==> src/rtl/cdc_pkg.sv <==
// Shared types and helpers for CDC status/filter blocks.
package cdc_pkg;

  typedef enum logic {
    STABLE  = 1'b0,
    QUALIFY = 1'b1
  } dbnc_state_e;

  // Counter width able to hold 0..stable_cycles.
  function automatic int unsigned calc_cnt_w(input int unsigned stable_cycles);
    return $clog2(stable_cycles + 1);
  endfunction

endpackage

==> src/rtl/sat_counter.sv <==
// Saturating up-counter with synchronous clear that wins over increment.
module sat_counter #(
  parameter int W = 8
) (
  input  logic         i_clk,
  input  logic         i_rst_n,
  input  logic         i_inc,
  input  logic         i_clr,
  output logic [W-1:0] o_cnt
);

  logic [W-1:0] cnt_q;
  logic [W-1:0] cnt_d;

  always_comb begin
    cnt_d = cnt_q;
    if (i_clr) begin
      cnt_d = '0;
    end else if (i_inc && (cnt_q != {W{1'b1}})) begin
      cnt_d = cnt_q + W'(1);
    end
  end

  always_ff @(posedge i_clk or negedge i_rst_n) begin
    if (!i_rst_n) begin
      cnt_q <= '0;
    end else begin
      cnt_q <= cnt_d;
    end
  end

  assign o_cnt = cnt_q;

endmodule

==> src/rtl/sync_level_debouncer.sv <==
// Level debouncer for an already-synchronized bit: a new level is accepted only
// after STABLE_CYCLES consecutive differing samples; emits edge pulses and a count.
module sync_level_debouncer
  import cdc_pkg::*;
#(
  parameter int   STABLE_CYCLES = 4,
  parameter int   EVT_CNT_W     = 8,
  parameter logic RST_LEVEL     = 1'b0
) (
  input  logic                 i_clk,
  input  logic                 i_rst_n,
  input  logic                 i_en,
  input  logic                 i_level,
  input  logic                 i_clr_cnt,
  output logic                 o_level,
  output logic                 o_rise,
  output logic                 o_fall,
  output logic                 o_busy,
  output logic [EVT_CNT_W-1:0] o_evt_cnt
);

  localparam int CNT_W = calc_cnt_w(STABLE_CYCLES);

  if ((STABLE_CYCLES < 1) || (STABLE_CYCLES > 65535)) begin : g_bad_param
    $error("sync_level_debouncer: STABLE_CYCLES must be in 1..65535");
  end

  dbnc_state_e      state_q, state_d;
  logic [CNT_W-1:0] qual_cnt_q, qual_cnt_d;
  logic             level_q, level_d;
  logic             rise_q, rise_d;
  logic             fall_q, fall_d;
  logic             busy_q, busy_d;
  logic             diff;
  logic             flip;

  assign diff = (i_level != level_q);

  always_comb begin
    state_d    = state_q;
    qual_cnt_d = qual_cnt_q;
    flip       = 1'b0;

    if (!i_en) begin
      state_d    = STABLE;
      qual_cnt_d = '0;
    end else begin
      case (state_q)
        STABLE: begin
          if (diff) begin
            if (STABLE_CYCLES == 1) begin
              flip = 1'b1;
            end else begin
              qual_cnt_d = CNT_W'(1);
              state_d    = QUALIFY;
            end
          end
        end
        QUALIFY: begin
          if (!diff) begin
            // Input fell back before qualifying: treat as a glitch.
            qual_cnt_d = '0;
            state_d    = STABLE;
          end else if (qual_cnt_q == CNT_W'(STABLE_CYCLES - 1)) begin
            flip       = 1'b1;
            qual_cnt_d = '0;
            state_d    = STABLE;
          end else begin
            qual_cnt_d = qual_cnt_q + CNT_W'(1);
          end
        end
        default: begin
          state_d    = STABLE;
          qual_cnt_d = '0;
        end
      endcase
    end

    level_d = flip ? ~level_q : level_q;
    rise_d  = flip & ~level_q;
    fall_d  = flip &  level_q;
    busy_d  = (state_d == QUALIFY);
  end

  always_ff @(posedge i_clk or negedge i_rst_n) begin
    if (!i_rst_n) begin
      state_q    <= STABLE;
      qual_cnt_q <= '0;
      level_q    <= RST_LEVEL;
      rise_q     <= 1'b0;
      fall_q     <= 1'b0;
      busy_q     <= 1'b0;
    end else begin
      state_q    <= state_d;
      qual_cnt_q <= qual_cnt_d;
      level_q    <= level_d;
      rise_q     <= rise_d;
      fall_q     <= fall_d;
      busy_q     <= busy_d;
    end
  end

  sat_counter #(
    .W (EVT_CNT_W)
  ) u_evt_cnt (
    .i_clk   (i_clk),
    .i_rst_n (i_rst_n),
    .i_inc   (flip),
    .i_clr   (i_clr_cnt),
    .o_cnt   (o_evt_cnt)
  );

  assign o_level = level_q;
  assign o_rise  = rise_q;
  assign o_fall  = fall_q;
  assign o_busy  = busy_q;

endmodule

==> config.mk <==
export PLATFORM = sky130hd
export DESIGN_NAME = sync_level_debouncer
export DESIGN_NICKNAME = d
export VERILOG_FILES = /design/src/rtl/cdc_pkg.sv /design/src/rtl/sat_counter.sv /design/src/rtl/sync_level_debouncer.sv
export SDC_FILE = /design/constraint.sdc
export NUM_CORES = 1
export LEC_CHECK = 0
export CAP_MARGIN = 15
export CORE_MARGIN = 2
export CORE_UTILIZATION = 52
export CTS_BUF_LIST = sky130_fd_sc_hd__clkbuf_16
export DETAILED_ROUTE_END_ITERATION = 10
export PLACE_DENSITY_LB_ADDON = 0.15
export RECOVER_POWER = 100
export SLEW_MARGIN = 20
export SYNTH_ARGS = -nofsm -noshare
export SYNTH_HDL_FRONTEND = slang
export SYNTH_HIERARCHICAL = 1
export SYNTH_SLANG_ARGS = --single-unit
==> constraint.sdc <==
create_clock -name i_clk -period 3 [get_ports i_clk]
set_input_delay 0.6 -clock i_clk [delete_from_list [all_inputs] [get_ports i_clk]]
set_output_delay 0.6 -clock i_clk [all_outputs]
set_load 0.02 [all_outputs]
Word level (Yosys, flattened, before mapping)
Index checks and enable logic that the tools add are counted.
{"block": "word_totals", "out_inout_bits": 12, "register_bits": 15, "inputBits": 5, "word_cells": 34}
{"block": "classes", "n_addsub": 2, "n_mux": 16, "n_bitwise": 4, "n_eq_ne": 4, "reduce_logical": 2}
{"op": "8-bit two-way mux", "count": 2}
{"op": "3-bit two-way mux", "count": 4}
{"op": "8-bit by 1-bit adder with 8-bit output (second input constant)", "count": 1}
{"op": "1-bit two-way mux", "count": 8}
{"op": "8-bit != test (second input constant)", "count": 1}
{"op": "3-bit case mux with 2 select lines", "count": 1}
{"op": "3-bit by 1-bit adder with 3-bit output (second input constant)", "count": 1}
{"op": "3-bit by 2-bit == test with 1-bit output (second input constant)", "count": 1}
{"op": "3-bit != test (second input constant)", "count": 1}
{"op": "1-bit bitwise AND", "count": 2}
{"op": "1-bit inverter", "count": 2}
{"op": "1-bit case mux with 2 select lines", "count": 1}
{"op": "2-bit nonzero test", "count": 1}
{"op": "1-bit logical AND", "count": 1}
{"op": "1-bit != test", "count": 1}

Longest topological paths before layout
{"block": "depth", "ltp_word": 8, "ltp_mapped": 7, "ltp_nobuf": 6}

Cells and area by module
Netlist, hierarchy kept.
{"mod": "sat_counter", "instances": 1, "cells_each": 49, "area_per_inst_um2": 464.2, "seq_area_each_um2": 200.2}
{"mod": "sync_level_debouncer", "instances": 1, "cells_each": 26, "area_per_inst_um2": 326.6, "seq_area_each_um2": 175.2}

Worst setup path before layout
No wires, ideal clock.
{"block": "synth_path", "kind": "input -> register", "startpoint": "input port i_level", "endpoint": "register u_evt_cnt.cnt_q[7] (netlist: u_evt_cnt/o_cnt[7])", "path_buffers": 1, "required_time_ps": 2906, "stages": 6, "slack_ps": 1192, "setup_time_ps": 94, "t_arrival_ps": 1714, "path_cell_list": "xnor2_1 nor2_1 buf_2 nand3_1 or3_1 a211oi_1"}
{"block": "synth_between", "elab_chain_cells": 6}
{"element": "start: declaration", "line_no": "sync_level_debouncer.sv:13", "rtl": "input logic i_level,"}
{"element": "1-bit != test", "line_no": "sync_level_debouncer.sv:37", "rtl": "assign diff = (i_level != level_q);"}
{"element": "1-bit two-way mux", "line_no": "sync_level_debouncer.sv:60", "rtl": "if (!diff) begin"}
{"element": "1-bit two-way mux", "line_no": "sync_level_debouncer.sv:48", "rtl": "case (state_q)"}
{"element": "1-bit two-way mux", "line_no": "sync_level_debouncer.sv:44", "rtl": "if (!i_en) begin"}
{"element": "named net flip", "line_no": "sync_level_debouncer.sv:35", "rtl": "logic flip;"}
{"element": "1-bit logical AND", "line_no": "sat_counter.sv:19", "rtl": "end else if (i_inc && (cnt_q != {W{1'b1}})) begin"}
{"element": "2-bit nonzero test (no line)"}
{"element": "end signal: assignment", "line_no": "sat_counter.sv:28", "rtl": "cnt_q <= cnt_d;"}
{"element": "end: declaration", "line_no": "sat_counter.sv:12", "rtl": "logic [W-1:0] cnt_q;"}
The timed path passes the listed nets, and every way through them passes these cells.
A chain may end at the register's enable or synchronous reset.

Final worst setup path
{"block": "layout_path", "startpoint": "input port i_en", "endpoint": "register u_evt_cnt.cnt_q[0] (netlist: u_evt_cnt/o_cnt[0])"}
{"block": "layout_between", "elab_chain_cells": 3}
{"element": "start: declaration", "line_no": "sync_level_debouncer.sv:12", "rtl": "input logic i_en,"}
{"element": "1-bit two-way mux", "line_no": "sync_level_debouncer.sv:44"}
{"element": "named net flip", "line_no": "sync_level_debouncer.sv:35"}
{"element": "1-bit logical AND", "line_no": "sat_counter.sv:19"}
{"element": "2-bit nonzero test (no line)"}
The timed path passes the listed nets, and every way through them passes these cells.

==> impl_metrics.py <==
metrics = {
    "power": {
        "p_per_area_nw_per_um2": 469,
        "power.leakage_uw": 0.000475,
        "vdd_drop_max_v": 0.000376,
    },
    "final_layout": {
        "diodes": 0,
        "ff_latch_area_um2": 375,
        "multi_input_area_um2": 385,
        "drive_above_1_share": 0.0860,
        "final_util": 0.703,
        "fillers": 118,
        "areaGrowthSynthToFinish_pct": 30.9,
        "final_nets": 101,
        "design_area_um2": 1030,
        "layout_common_cells": "15 x dlygate4sd3_1, 15 x dfrtp_1, 5 x inv_1, 5 x nor3_1",
    },
    "worst_hold_path": {
        "worstHoldPathType": "flip-flop to flip-flop",
        "min_delay_path_depth": 1,
    },
    "floorplan": {
        "die_area_um2": 1850,
        "core-area_um2": 1470,
        "io_pins": 17,
        "die_y_um": 43.0,
        "die_x_um": 43.0,
        "fp-row-count": 14,
        "start_util": 0.537,
    },
    "synth": {
        "syn_avg_cell_area_um2": 10.5,
        "synthesis.nets": 82,
        "ys_seq_elements": 15,
        "syn_area_um2": 791,
        "synth-seq-area-share": 0.475,
        "synthCells": 75,
        "yosysWarnings": 6,
        "synth_cell_type_count": 34,
    },
    "setup_path": {
        "crit_chain": "dlygate4sd3_1, nand4b_1, nor2_1, a21boi_0, mux2_2",
        "r2r_setup_slack_ns": 0.92,
        "cp_max_fo": 9,
        "crit_type": "input port to flip-flop",
        "worst_ep_required_time_ns": 3.13,
        "slowest_stage": "dlygate4sd3_1",
        "cp_top_family": "buffers and inverters",
        "setup.worst_path.end": "u_evt_cnt/o_cnt[0]",
        "ff2ff_path_depth": 5,
        "cp_slowest_stage_delay_ns": 0.65,
        "crit_cells": 5,
        "crit_path_end_kind": "flip-flop",
        "arrival_ns": 2.69,
        "rr_startpoint": "qual_cnt_q[0]",
        "worstSetupStartpointType": "input port",
        "rr_endpoint": "u_evt_cnt/o_cnt[0]",
        "crit_start": "i_en",
        "critical_path_buf_inv_count": 1,
    },
    "global_route": {
        "grt_overflow_total": 0,
        "grt_max_degree": 16,
        "track_usage": 0.197,
        "antenna_found_initial": 0,
        "grt_first_pass_wirelength_um": 2630,
        "grt_pass1_vias": 587,
    },
    "clocking": {
        "cts_resized": 0,
        "holdBufCountCts": 0,
        "cts-root-buf": "clkbuf_16",
        "cts.sinks": 15,
        "cts_buffers": 3,
        "cts_setup_buffers": 0,
        "tritoncts": "done",
        "clk_latency_ns": 0.24,
        "cts.reportedPaths.clkPinSlew_ns": 0.05,
        "cts-htree-levels": 1,
        "cts.path.max_buffers": 2,
    },
    "placed_design": {
        "dp_slack_ns": 0.328,
        "port_buffers": 16,
        "gp_congestion": 0.766,
        "dp_hpwl_um": 1060,
        "placed_cell_area_um2": 962,
    },
    "routing": {
        "vias": 639,
        "first_iter_violations": 13,
        "drtAntennaViolNets": 0,
        "dr.pass1.iters": 4,
        "drcViolationCount": 0,
        "wl_per_cell_um": 14.1,
        "vias_per_cell": 5.86,
        "wl_um": 1530,
    },
    "timing": {
        "worstMarginPinSlew_ns": 0.679,
        "finalClockSkew_ns": 0.00193,
        "relSlewSlack": 0.546,
        "layout_setup_ws_ns": 0.432,
        "tns_ns": 0,
        "drv_slew": 0,
        "setup_viol": 0,
        "finalHoldViolCount": 0,
        "period_share": 0.856,
        "period_needed_ns": 2.57,
        "rsz0062_at_grt": "false",
        "max_freq_mhz": 389,
    },
    "run": {
        "maxCapViolations": 0,
    },
    "outcome": {
        "status": "finished clean",
    },
}
==> flip-flops by register name, summed over array words and instances, names as in the netlist <==
signal and count:
o_busy 1, o_level 1, o_rise 1, qual_cnt_q 3
u_evt_cnt/o_cnt 8, o_fall 1
==> final cells by class <==
cell class | instances | area share
Clock buffer | 3 | 0.0726
Tap cell | 16 | 0.0193
Clock inverter | 1 | 0.00363
Timing Repair Buffer | 16 | 0.155
Inverter | 4 | 0.0145
Sequential cell | 15 | 0.363
Multi-Input combinational cell | 54 | 0.372
==> power breakdown <==
part           switching [µW]  internal (µW)  leakage, µW
Sequential               2.71            205     0.000207
Clock                    77.5            176    0.0000423
Combinational            13.6           10.2     0.000226
Total                    93.8            392     0.000475
==> kinds of logic after synthesis <==
logic type               count (synthesis)  synth area share
multiplexers                             6            0.0807
adder cells (fa/ha/maj)                  2            0.0316
AO/OA/AOI/OAI                           10            0.0934
flip-flops                              15             0.475
buffers and inverters                    6            0.0300
AND/OR/NAND/NOR                         35             0.279
XOR/XNOR                                 1            0.0111
==> worst min-delay path by stage <==
stage,slack (ns),endpoint,startpoint
after floorplan,0.30,o_busy,i_rst_n
after global placement,0.51,o_rise,o_level
after detailed placement,0.51,o_rise,o_level
after CTS,0.51,o_rise,o_level
after global routing,0.55,o_rise,o_level
final,0.52,o_rise,o_level
==> per-layer routing <==
metal  wire (µm)  global-route usage  up-vias  part of all wire
li1            -                   -      314                 -
met1         730               0.273      298              0.48
met2         705               0.285       23              0.46
met3          66              0.0426        4             0.043
met4          31               0.109        0             0.020
met5           0                   0        -                 0
==> cell usage after synthesis <==
library cell | number | area (µm²)
a2111oi_0 | 1 | 8.76
a2111oi_2 | 1 | 15.0
a211oi_1 | 1 | 7.51
a21boi_1 | 1 | 7.51
a21oi_1 | 3 | 15.0
a31oi_1 | 1 | 6.26
a41oi_1 | 1 | 8.76
and2_1 | 1 | 6.26
and3_1 | 1 | 6.26
and3b_1 | 1 | 8.76
and4_1 | 1 | 8.76
and4_2 | 1 | 10.0
buf_2 | 1 | 5.00
clkbuf_1 | 1 | 3.75
dfrtp_1 | 15 | 375
ha_1 | 2 | 25.0
inv_1 | 4 | 15.0
mux2_2 | 3 | 33.8
mux2i_1 | 3 | 30.0
nand2_1 | 2 | 7.51
nand2b_1 | 3 | 18.8
nand3_1 | 3 | 15.0
nand3_2 | 1 | 10.0
nand3b_1 | 2 | 15.0
nand4_1 | 1 | 6.26
nand4b_1 | 2 | 17.5
nor2_1 | 3 | 11.3
nor2b_1 | 3 | 18.8
nor3_1 | 5 | 25.0
nor3b_1 | 3 | 22.5
nor4_1 | 1 | 6.26
o21ai_0 | 1 | 5.00
or3_1 | 1 | 6.26
xnor2_1 | 1 | 8.76
==> per-stage QoR <==
| stage | hold WS [ns] | total power (µW) | std cells |
|---|---|---|---|
| 2_1_floorplan | 0.304 | 223 | 75 |
| 3_3_place_gp | 0.507 | 238 | 105 |
| 3_5_place_dp | 0.505 | 238 | 105 |
| 4_1_cts | 0.514 | 491 | 109 |
| 5_1_grt | 0.545 | 499 | 109 |
| 6_report | 0.517 | 486 | 109 |
Note: power is estimated with default switching activity, not from simulation.
